$ cat src/rtl/bellek_hakemi.sv
// bellek_hakemi: round-robin arbiter/sequencer for a shared single-port memory.
// Two requesters: getir (fetch, read-only) and veri (data stage, read/write).
// Each accepted transaction gets exactly one memory access cycle (ERISIM),
// optionally preceded by GECIKME wait cycles (BEKLE). The combinational read
// data is registered into a one-cycle response pulse for the owner.
//
// Ports:
//   clk, rstn                      clock, async active-low reset
//   g_istek_gecerli/_hazir, g_adres    fetch request handshake + address
//   g_veri, g_veri_gecerli             fetch response (registered, 1-cycle pulse)
//   v_istek_gecerli/_hazir, v_adres,
//   v_yaz, v_yaz_veri                  data-stage request handshake, address, write
//   v_veri, v_veri_gecerli             data-stage response (pre-write data on writes)
//   bellek_adres, bellek_yaz_veri,
//   bellek_yaz_gecerli, bellek_oku_veri  memory side
module bellek_hakemi #(
    parameter int ADRES_BIT = 32,
    parameter int VERI_BIT  = 32,
    parameter int GECIKME   = 0
) (
    input  logic                 clk,
    input  logic                 rstn,
    input  logic                 g_istek_gecerli,
    output logic                 g_istek_hazir,
    input  logic [ADRES_BIT-1:0] g_adres,
    output logic [VERI_BIT-1:0]  g_veri,
    output logic                 g_veri_gecerli,
    input  logic                 v_istek_gecerli,
    output logic                 v_istek_hazir,
    input  logic [ADRES_BIT-1:0] v_adres,
    input  logic                 v_yaz,
    input  logic [VERI_BIT-1:0]  v_yaz_veri,
    output logic [VERI_BIT-1:0]  v_veri,
    output logic                 v_veri_gecerli,
    output logic [ADRES_BIT-1:0] bellek_adres,
    input  logic [VERI_BIT-1:0]  bellek_oku_veri,
    output logic [VERI_BIT-1:0]  bellek_yaz_veri,
    output logic                 bellek_yaz_gecerli
);

    typedef enum logic [1:0] {BOSTA, BEKLE, ERISIM} durum_t;

    localparam int         GEC_M1 = (GECIKME > 0) ? GECIKME - 1 : 0;
    localparam logic [3:0] YUKLE  = GEC_M1[3:0];

    durum_t                durum_q, durum_d;
    logic                  son_q, son_d;      // 1: veri won the last grant
    logic                  sahip_q, sahip_d;  // 1: current transaction belongs to veri
    logic                  yaz_q, yaz_d;
    logic [ADRES_BIT-1:0]  adres_q, adres_d;
    logic [VERI_BIT-1:0]   yveri_q, yveri_d;
    logic [3:0]            sayac_q, sayac_d;
    logic [VERI_BIT-1:0]   g_veri_q, g_veri_d, v_veri_q, v_veri_d;
    logic                  g_gec_q, g_gec_d, v_gec_q, v_gec_d;
    logic                  g_kazan, v_kazan;

    // On a tie the requester that did not win last time gets the grant.
    assign g_kazan = (durum_q == BOSTA) && g_istek_gecerli && (!v_istek_gecerli || son_q);
    assign v_kazan = (durum_q == BOSTA) && v_istek_gecerli && (!g_istek_gecerli || !son_q);

    always_comb begin
        durum_d  = durum_q;
        son_d    = son_q;
        sahip_d  = sahip_q;
        yaz_d    = yaz_q;
        adres_d  = adres_q;
        yveri_d  = yveri_q;
        sayac_d  = sayac_q;
        g_veri_d = g_veri_q;
        v_veri_d = v_veri_q;
        g_gec_d  = 1'b0;
        v_gec_d  = 1'b0;
        case (durum_q)
            BOSTA: begin
                if (g_kazan || v_kazan) begin
                    adres_d = v_kazan ? v_adres : g_adres;
                    yaz_d   = v_kazan & v_yaz;    // fetch can never write
                    yveri_d = v_yaz_veri;
                    sahip_d = v_kazan;
                    son_d   = v_kazan;
                    sayac_d = YUKLE;
                    durum_d = (GECIKME > 0) ? BEKLE : ERISIM;
                end
            end
            BEKLE: begin
                if (sayac_q == 4'd0) durum_d = ERISIM;
                else                 sayac_d = sayac_q - 4'd1;
            end
            ERISIM: begin
                if (sahip_q) begin
                    v_veri_d = bellek_oku_veri;
                    v_gec_d  = 1'b1;
                end else begin
                    g_veri_d = bellek_oku_veri;
                    g_gec_d  = 1'b1;
                end
                durum_d = BOSTA;
            end
            default: durum_d = BOSTA;
        endcase
    end

    always_ff @(posedge clk or negedge rstn) begin
        if (!rstn) begin
            durum_q  <= BOSTA;
            son_q    <= 1'b1;   // fetch wins the first tie
            sahip_q  <= 1'b0;
            yaz_q    <= 1'b0;
            adres_q  <= '0;
            yveri_q  <= '0;
            sayac_q  <= '0;
            g_veri_q <= '0;
            v_veri_q <= '0;
            g_gec_q  <= 1'b0;
            v_gec_q  <= 1'b0;
        end else begin
            durum_q  <= durum_d;
            son_q    <= son_d;
            sahip_q  <= sahip_d;
            yaz_q    <= yaz_d;
            adres_q  <= adres_d;
            yveri_q  <= yveri_d;
            sayac_q  <= sayac_d;
            g_veri_q <= g_veri_d;
            v_veri_q <= v_veri_d;
            g_gec_q  <= g_gec_d;
            v_gec_q  <= v_gec_d;
        end
    end

    assign g_istek_hazir   = g_kazan;
    assign v_istek_hazir   = v_kazan;
    assign g_veri          = g_veri_q;
    assign g_veri_gecerli  = g_gec_q;
    assign v_veri          = v_veri_q;
    assign v_veri_gecerli  = v_gec_q;
    assign bellek_adres    = adres_q;
    assign bellek_yaz_veri = yveri_q;
    // Decoded from async-reset state, so the strobe drops the moment rstn falls.
    assign bellek_yaz_gecerli = (durum_q == ERISIM) && yaz_q;

endmodule

$ cat config.mk
export PLATFORM = sky130hd
export DESIGN_NAME = bellek_hakemi
export DESIGN_NICKNAME = d
export VERILOG_FILES = /design/src/rtl/bellek_hakemi.sv
export SDC_FILE = /design/constraint.sdc
export NUM_CORES = 1
export LEC_CHECK = 0
export CORE_ASPECT_RATIO = 0.8
export CORE_MARGIN = 1.5
export CORE_UTILIZATION = 44
export DETAILED_ROUTE_END_ITERATION = 16
export HOLD_SLACK_MARGIN = 0.06
export PLACE_DENSITY = 0.86
export SYNTH_ARGS = -nofsm -noshare
export SYNTH_HDL_FRONTEND = slang
export SYNTH_SLANG_ARGS = --single-unit
$ cat constraint.sdc
create_clock -name clk -period 2 [get_ports clk]
set_input_delay 0.2 -clock clk [delete_from_list [all_inputs] [get_ports clk]]
set_output_delay 0.2 -clock clk [all_outputs]
set_load 0.005 [all_outputs]
==> results.cfg <==
[run_status]
status = complete, no violations

[sta]
rsz0062_at_grt = no
setup_slack_ns = 0.0857
period_minus_slack_ns = 1.91
drv_slew = 0
max_freq_ghz = 0.522
clock_skew_ns = 0.00855
tns_ns = 0
worstMarginPinSlew_ns = 0.731
setup_viol = 0
whs_ns = 0.366
finalHoldViolCount = 0
maxSlewHeadroom_pct = 51.2
period_share_pct = 95.7

[placed_design]
dpl_cell_area_um2 = 8430
place.gp.congestion = 0.778
place_ws_ns = 0.124
dp.cells = 823
io_buffers = 265
place_hpwl_um = 11300

[floorplanning]
fp-row-count = 36
pin_count = 266
fp.dieW_um = 129
initial_core_util_pct = 45.6
dieArea_um2 = 13400
die_y_um = 104
coreArea_um2 = 12300

[worst_setup_path]
start_kind = flip-flop
slowest_delay_ns = 0.53
cp.required_ns = 1.80
crit_buf_inv = 1
crit_path_end_kind = output port
crit_family = buffers and inverters
crit_type = flip-flop to output port
worstPathMaxFanout = 5
cpMaxStageDelayCell = clkdlybuf4s50_1
worstPathArrival_ns = 1.71
path_cells = nand2b_2 > nor2_2 > clkdlybuf4s50_1

[yosys]
ys.warnings.count = 0
synth_edf_count = 0
syn_inst = 410
syn_area_um2 = 5610
avgSynthCellArea_um2 = 13.7
async_reset_ff_share_pct = 100
mappedNetlistNets = 543
ys_ff_latch = 134
yosysSeqAreaShare_pct = 59.8
synth_flop_cell = dfrtp_1
yosysUniqueCellTypes = 27

[grt]
grt_overflow = 0
grt_max_degree = 135
antenna_found_initial = 0
grtUsageTotal_pct = 24.2
grt_pass1_vias = 4838
grt_pass1_wl_um = 25100

[clock_tree]
clkSinkCount = 134
htreeDepth = 4
cts.repair_timing.setup_buffer_count = 0
clk_pin_slew_ns = 0.06
clk_path_buf_depth = 2
cts_buffers = 17
clock_latency_ns = 0.41
cts_tree = done
clockRootBuffer = clkbuf_16

[pwr]
leakage_nw = 3.67
cellPowerDensity_nw_per_um2 = 1160
sw_frac_of_total_pct = 26.6
total_power_mw = 10.5
p_sw_mw = 2.79
pwr-share-clk_pct = 30.3
internal_power_mw = 7.70
ir_drop_uv = 797
p_seq_share_pct = 37.5
p_comb_share_pct = 32.2

[cells_and_area]
multi_input_area_um2 = 2050
post-route-util_pct = 73.6
syn_to_final_growth_pct = 61.3
final_cell_area_um2 = 9050
fillers = 802
drive_gt1_share_pct = 21.8
regArea_um2 = 3360
num-nets-final = 805
final_cell_count_no_fill = 856
antenna_cells = 0

[detailed_routing]
drc = 0
dr.pass1.iters = 5
vias = 4588
ant_nets = 0
drt_wl_total_um = 16100
post_drt_wl_per_cell_um = 18.9
viasPerCell = 5.36
drt-initial-drc-count = 288

[run]
max_cap_violations = 0

[worst_hold_path]
min_path_type = input port to flip-flop
## timing repair
item                                    CTS  global route
endpoints found under the hold margin   133             0
hold buffers                              1             0
endpoints found under the setup margin    1             1
gates resized for setup                   2             2
## final timing paths
check	startpoint	endpoint	slack (ns)	cells after the start
worst max register to register	son_q	bellek_adres[0]	0.51	4
max in group asynchronous	rstn	bellek_adres[19]	1.02	3
min in group asynchronous	rstn	bellek_adres[0]	0.42	3
worst min-delay path	g_adres[20]	bellek_adres[20]	0.37	3
worst min register to register	yaz_q	yaz_q	0.50	1
worst max-delay path	durum_q[1]	v_istek_hazir	0.09	3
## Yosys cell counts (2+ instances only)
library cell	number	share of area, %
o2111ai_1	32	5.0
o21ai_1	2	0.18
buf_2	11	0.98
mux2_2	65	13
clkbuf_1	16	1.1
inv_2	2	0.13
and2_1	2	0.22
buf_4	4	0.54
a31oi_1	32	3.6
o21ai_0	30	2.7
mux2_4	30	8.0
dfrtp_1	133	59
nor2_1	33	2.2
buf_6	4	0.80
inv_1	2	0.13
## routing by layer
layer  vias up  part of all wire [%]  global-route usage, %
met5         -                     0                      0
met4         0                   2.9                   11.6
met3        40                   9.3                   8.23
met2       238                    50                   41.1
met1      2262                    38                   27.2
li1       2048                     -                      -
## worst min-delay path: cells and delay by family
kind,cells,cell delay (ns)
buf+inv,1,0.39
compound gates,2,0.15
## placed cells by master (no fill, tap or decap), drive strengths merged, types with 2 or more instances in the layout
master	netlist	final
nor2	34	34
clkbuf	17	18
mux2	96	96
bufinv	0	3
dfrtp	133	133
clkinv	1	4
and2	2	2
o2111ai	32	32
inv	4	6
clkdlybuf4s50	0	263
a31oi	32	32
clkinvlp	0	6
o21ai	33	33
buf	19	14
## flip-flops by register name, summed over array words and instances, names as in the netlist
register	count
bellek_adres	32
sahip_q	1
g_veri_gecerli	1
yaz_q	1
son_q	1
v_veri_gecerli	1
v_veri	32
bellek_yaz_veri	32
durum_q	1
g_veri	32
## cell families (layout without fill, tap and decap cells)
kind of cell | Yosys count | in the layout | synth area share [%]
DFF | 134 | 134 | 59.8
AOI/OAI and AO/OA | 101 | 101 | 12.2
muxes | 96 | 96 | 21.3
buffers and inverters | 41 | 316 | 3.81
and+or+nand+nor | 38 | 38 | 2.86
## power groups by stage
stage / registers, mW / clock network (mW) / logic [mW]
global placement: 3.91 / 0 / 3.29
CTS: 3.93 / 3.22 / 3.41
finish: 3.93 / 3.18 / 3.38
global route: 4.02 / 3.33 / 3.60
detailed placement: 3.97 / 0 / 3.39
floorplan: 3.97 / 0 / 1.14
## area by class of cell
cell class / count / area share (%)
Sequential cell: 134 / 37.1
Timing Repair Buffer: 279 / 31.0
Multi-Input combinational cell: 235 / 22.6
Clock buffer: 18 / 4.74
Tap cell: 171 / 2.36
Clock inverter: 14 / 1.94
Inverter: 5 / 0.221
(Power assumes the default switching activity.)
